==> src/rtl/reg_scoreboard.sv <==
// Per-register outstanding-write scoreboard for decode. It counts issued but
// not yet written-back writers of each of the 8 registers and stalls dependents.
module reg_scoreboard #(
  parameter int CNT_W = 2
) (
  input  logic       clk,
  input  logic       rst_n,
  input  logic       i_issue_valid,
  input  logic [2:0] i_rs_sel,
  input  logic       i_rs_use,
  input  logic [2:0] i_rt_sel,
  input  logic       i_rt_use,
  input  logic [2:0] i_dst_sel,
  input  logic       i_dst_we,
  input  logic       i_wb_write,
  input  logic [2:0] i_wb_sel,
  input  logic       i_flush,
  output logic       o_stall,
  output logic       o_issue,
  output logic [7:0] o_busy,
  output logic       o_err
);

  localparam logic [CNT_W-1:0] CNT_MAX = {CNT_W{1'b1}};
  localparam logic [CNT_W-1:0] CNT_ONE = {{(CNT_W-1){1'b0}}, 1'b1};

  logic [CNT_W-1:0] r_cnt [8];
  logic             r_err;

  logic [7:0] w_hit;
  logic [7:0] w_blk;
  logic [7:0] w_inc;
  logic       w_cap_blk;
  logic       w_stall;
  logic       w_issue;

  // A lone writer retiring this cycle is covered by the register file bypass.
  always_comb begin
    w_hit = '0;
    w_blk = '0;
    for (int r = 0; r < 8; r++) begin
      w_hit[r] = i_wb_write & (i_wb_sel == 3'(r));
      w_blk[r] = (r_cnt[r] != '0) & ~(w_hit[r] & (r_cnt[r] == CNT_ONE));
    end
  end

  always_comb begin
    w_cap_blk = i_dst_we & (r_cnt[i_dst_sel] == CNT_MAX);
    w_stall   = i_issue_valid & ~i_flush &
                ((i_rs_use & w_blk[i_rs_sel]) |
                 (i_rt_use & w_blk[i_rt_sel]) |
                 w_cap_blk);
    w_issue   = i_issue_valid & ~i_flush & ~w_stall;
    w_inc     = '0;
    for (int r = 0; r < 8; r++) begin
      w_inc[r] = w_issue & i_dst_we & (i_dst_sel == 3'(r));
    end
  end

  always_ff @(posedge clk or negedge rst_n) begin
    if (!rst_n) begin
      for (int r = 0; r < 8; r++) r_cnt[r] <= '0;
      r_err <= 1'b0;
    end else if (i_flush) begin
      for (int r = 0; r < 8; r++) r_cnt[r] <= '0;
    end else begin
      for (int r = 0; r < 8; r++) begin
        if (w_inc[r] && !w_hit[r]) begin
          r_cnt[r] <= r_cnt[r] + CNT_ONE;
        end else if (w_hit[r] && !w_inc[r]) begin
          // A writeback with no recorded writer is an underflow.
          if (r_cnt[r] == '0) r_err <= 1'b1;
          else                r_cnt[r] <= r_cnt[r] - CNT_ONE;
        end
      end
    end
  end

  always_comb begin
    o_busy = '0;
    for (int r = 0; r < 8; r++) o_busy[r] = (r_cnt[r] != '0);
  end

  assign o_stall = w_stall;
  assign o_issue = w_issue;
  assign o_err   = r_err;

endmodule
==> config.mk <==
export PLATFORM = sky130hd
export DESIGN_NAME = reg_scoreboard
export DESIGN_NICKNAME = d
export VERILOG_FILES = /design/src/rtl/reg_scoreboard.sv
export SDC_FILE = /design/constraint.sdc
export NUM_CORES = 1
export LEC_CHECK = 0
export CORE_MARGIN = 2
export CORE_UTILIZATION = 55
export CTS_CLUSTER_SIZE = 24
export DETAILED_ROUTE_END_ITERATION = 8
export PLACE_DENSITY = 0.81
export SLEW_MARGIN = 20
export SYNTH_ARGS = -nofsm -noshare
export SYNTH_HDL_FRONTEND = slang
export SYNTH_SLANG_ARGS = --single-unit
==> constraint.sdc <==
create_clock -name clk -period 3.5 [get_ports clk]
set_clock_uncertainty 0.1 [all_clocks]
set_input_delay 0.525 -clock clk [delete_from_list [all_inputs] [get_ports clk]]
set_output_delay 0.525 -clock clk [all_outputs]
set_load 0.01 [all_outputs]
==> results.md <==
* Primary FF master, synth: sky130_fd_sc_hd__dfrtp_1
* Drt pass-1 iters at 4
* Worst hold start: o_err$_DFFE_PN0N_
* Worst path required time at 2.87 ns
* Number of synthesized flops with an enable pin at 0
* Root buffer cell: sky130_fd_sc_hd__clkbuf_4
* Kind of end point of the critical path: primary output
* Hold Crit Endpoint: o_err$_DFFE_PN0N_
* Fraction of the cycle the final worst path needs at 98.14%
* Cell taking the most area after synthesis: sky130_fd_sc_hd__dfrtp_1
* Worst Max-Slew Pin Slew at 0.8465 ns
* Number of storage elements in the synthesis netlist at 17
* Diode insertion count for antenna repair at 0
* Number of distinct library cells after synthesis at 49
* Clock slew seen by the registers of the worst setup and hold paths at 0.10 ns
* Final net count at 345
* Synth Area per Inst at 8.056 µm²
* Die H at 63.78 µm
* Critical path's slowest cell: sky130_fd_sc_hd__and4b_1
* Vias in the first global route at 2,042
* Clk sink count at 17
* Maximum root-to-sink buffer count at 2
* Peak supply drop at 0.0001354 V
* IO Pins at 31
* Setup fix buffers added after clock tree synthesis at 0
* Endpoint of the worst-slack reg-to-reg timing path: o_err$_DFFE_PN0N_
* Half-perimeter wire length after placement at 4.371 mm
* Wire length of the first global-routing pass at 9.342 mm
* DRC violations left at 0
* Slowest stage delay, CP at 0.36 ns
* Kind of cell adding the most delay to the critical path: compound AO/OA/AOI/OAI gates
* Die X at 63.78 µm
* Overflow left after global routing at 0
* Antenna viol nets, final at 0
* CTS H-tree depth at 1
* Share of flip-flops with an asynchronous set or reset after synthesis at 100.0%
* Element type at the critical path start: primary input
* Final setup violating endpoints at 0
* Share of cells above drive strength 1 at 20.13%
* Sequential-to-total area share from yosys stat at 21.64%
* Reg-to-Reg Start: r_cnt[14]$_DFFE_PN0P_
* Antenna violations before repair at 0
* Met3 WL post-DR at 320 µm
* Final routed wirelength across all metal layers at 5.492 mm
* Final Max Slew Viols at 0
* Highest Clock Rate at 291.1 MHz
* Average wire per standard cell at 15.51 µm
* TritonCTS clock tree: done
* Power per cell area at 194.6 nW/µm²
* Number of buffer cells added on primary ports at 30
* Highest metal layer with signal wires: met4
* Relative slew slack at 43.39%
* Placer Congestion at 0.9339
* Yosys warning total at 0
* Synthesized Nets at 280
* Arrival time of data at the critical path endpoint at 2.81 ns
* Site row count at 21
* Ranking of synthesized cells by instance count: sky130_fd_sc_hd__inv_1, sky130_fd_sc_hd__nor2_1, sky130_fd_sc_hd__nand2_1, sky130_fd_sc_hd__mux2i_1, sky130_fd_sc_hd__dfrtp_1
* Number of buffers created by CTS at 3
* Worst min-delay path class: flip-flop to flip-flop
* Instance count of the mapped netlist at 244
* Most frequent cell after synthesis: sky130_fd_sc_hd__inv_1
* Maximum number of pins on one net before global-route repair at 18
* Cells traversed along the worst timing path: clkdlybuf4s15_1 > and4b_1 > a21oi_1 > a2111oi_1 > a311oi_1 > a211o_1 > or2_2 > and3_1 > dlygate4sd2_1
* Reg-to-reg setup timing slack at 0.38 ns
* Vias per std cell at 5.799
* Buffering stage count on the worst path with inverters included at 2
* Aggregate negative setup slack at 0 ns
* Core area at 3390 µm²
* Count of cells along the worst hold path at 2
* Worst setup path class: primary input to primary output
* Biggest area contributors in the synthesized netlist: sky130_fd_sc_hd__dfrtp_1, sky130_fd_sc_hd__ha_1, sky130_fd_sc_hd__mux2i_1
* Post-synthesis instance area at 1966 µm²
* Crit path time final at 3.435 ns
* Die ar. at 4068 µm²
* CP max FO at 6
* Worst hold slack at 0.4129 ns
* Overall global routing resource usage at 29.28%
* Metal-1 WL at 2.402 mm
* Endpoints failing hold at 0
* Register-to-Register Path Depth at 12
* Amount of wire on met2 after detailed routing at 2.713 mm
* Source-to-sink clock delay at the later pin of the worst-skew pair at 0.29 ns
* Total power of the final layout at 511.4 µW
* Initial core utilization at 57.99%
* Vias after detailed routing at 2,053
* Detailed Route Iter0 Violations at 175
* Leakage component of the power at 0.001132 µW
* Result of the run: completed
* MaxCap Viol Count at 0
* Area delta synth->final at 33.67%
* Share of the synthesized area in the top cell type at 21.64%
[cell usage in the layout (no fill, tap or decap), types with 2 or more instances in the layout]
master                             n
sky130_fd_sc_hd__a31oi_1           5
sky130_fd_sc_hd__inv_1            33
sky130_fd_sc_hd__nor2b_1           3
sky130_fd_sc_hd__nor4_1            2
sky130_fd_sc_hd__clkbuf_4          3
sky130_fd_sc_hd__and3_1            2
sky130_fd_sc_hd__mux2i_1          18
sky130_fd_sc_hd__dlygate4sd2_1     3
sky130_fd_sc_hd__nor4_4            4
sky130_fd_sc_hd__or3_1             2
sky130_fd_sc_hd__clkdlybuf4s15_2   2
sky130_fd_sc_hd__a2111oi_0         2
sky130_fd_sc_hd__nand2b_1          2
sky130_fd_sc_hd__a21oi_1          10
sky130_fd_sc_hd__nor3_2            3
sky130_fd_sc_hd__nand2_1          19
sky130_fd_sc_hd__ha_1             16
sky130_fd_sc_hd__dfrtp_1          17
sky130_fd_sc_hd__xnor2_1           8
sky130_fd_sc_hd__nand3_1           8
sky130_fd_sc_hd__a211oi_1          8
sky130_fd_sc_hd__buf_4            41
sky130_fd_sc_hd__clkdlybuf4s50_1  23
sky130_fd_sc_hd__o21ai_0           4
sky130_fd_sc_hd__o32ai_1           2
sky130_fd_sc_hd__nor2_1           27
sky130_fd_sc_hd__o22ai_1           2
sky130_fd_sc_hd__a311oi_1          5
sky130_fd_sc_hd__nor3_1            4
sky130_fd_sc_hd__and4b_1           2
[per-stage QoR]
stage          utilization (%)  instance area (µm²)  setup WS [ns]  std cells
3_5_place_dp             75.82                 2570        -0.5924        350
3_3_place_gp             75.82                 2570        -0.6476        350
2_1_floorplan                -                 1966         0.3225        244
4_1_cts                  77.22                 2618        0.07323        354
6_report                 77.52                 2628        0.06505        354
5_1_grt                  77.52                 2628      -0.005014        354
[worst max-delay path by stage]
stage	from	cells past startpoint	end	slack, ns
after floorplan	i_wb_sel[2]	9	o_issue	0.32
after global placement	i_wb_write	9	o_issue	-0.65
after detailed placement	i_wb_write	9	o_issue	-0.59
after CTS	i_wb_sel[0]	9	o_issue	0.07
after global routing	i_wb_sel[0]	11	o_stall	-0.005
final	i_wb_sel[0]	9	o_stall	0.07
[worst reg2reg max path, delay by kind of cell (launching register included)]
family	cells	cell delay [ns]
flip-flops	1	0.41
adder cells (fa/ha/maj)	1	0.24
AND/OR/NAND/NOR	2	0.65
AO/OA/AOI/OAI	6	1.09
buffers and inverters	3	0.51
[area by class of cell]
type                       count  area [µm²]
clock buffer                   4       26.28
fill                         247       762.0
inverter                      33       123.9
multi-input combinational    183        1393
sequential                    17       425.4
tap                           46       57.56
timing repair buffer          71       601.8
[where the power goes]
group          internal (µW)  total, µW  switching [µW]
combinational           90.0        193             103
clock                   44.3        110            65.8
sequential               202        208            5.74
total                    336        511             175
[routing by layer]
layer / vias to the layer above / track usage (%)
met1: 975 / 37.25
met2: 66 / 50.91
li1: 1005 / -
met4: 0 / 8.967
met5: - / 0
met3: 7 / 4.225
[sequential cells by signal (all words and copies together), names as in the netlist]
name and cells:
o_err 1, r_cnt 16
[kinds of logic (layout without fill, tap and decap cells)]
kind of cell | after synthesis | in the layout | share of synthesized area (%)
AOI/OAI and AO/OA | 53 | 53 | 19.29
adders and majority gates | 16 | 16 | 10.18
DFF | 17 | 17 | 21.64
xor gates and xnor gates | 8 | 8 | 3.565
buffers and inverters | 44 | 108 | 9.421
muxes | 18 | 18 | 9.166
and+or+nand+nor | 88 | 88 | 26.73
[timing repair]
| item | CTS | global route |
|---|---|---|
| hold buffers | 0 | 0 |
| pin swaps | 2 | 0 |
| gates cloned | 0 | 0 |
| resized for setup | 16 | 7 |
| setup endpoints to repair | 3 | 2 |
No activity file was read; power rests on OpenSTA's default activity.
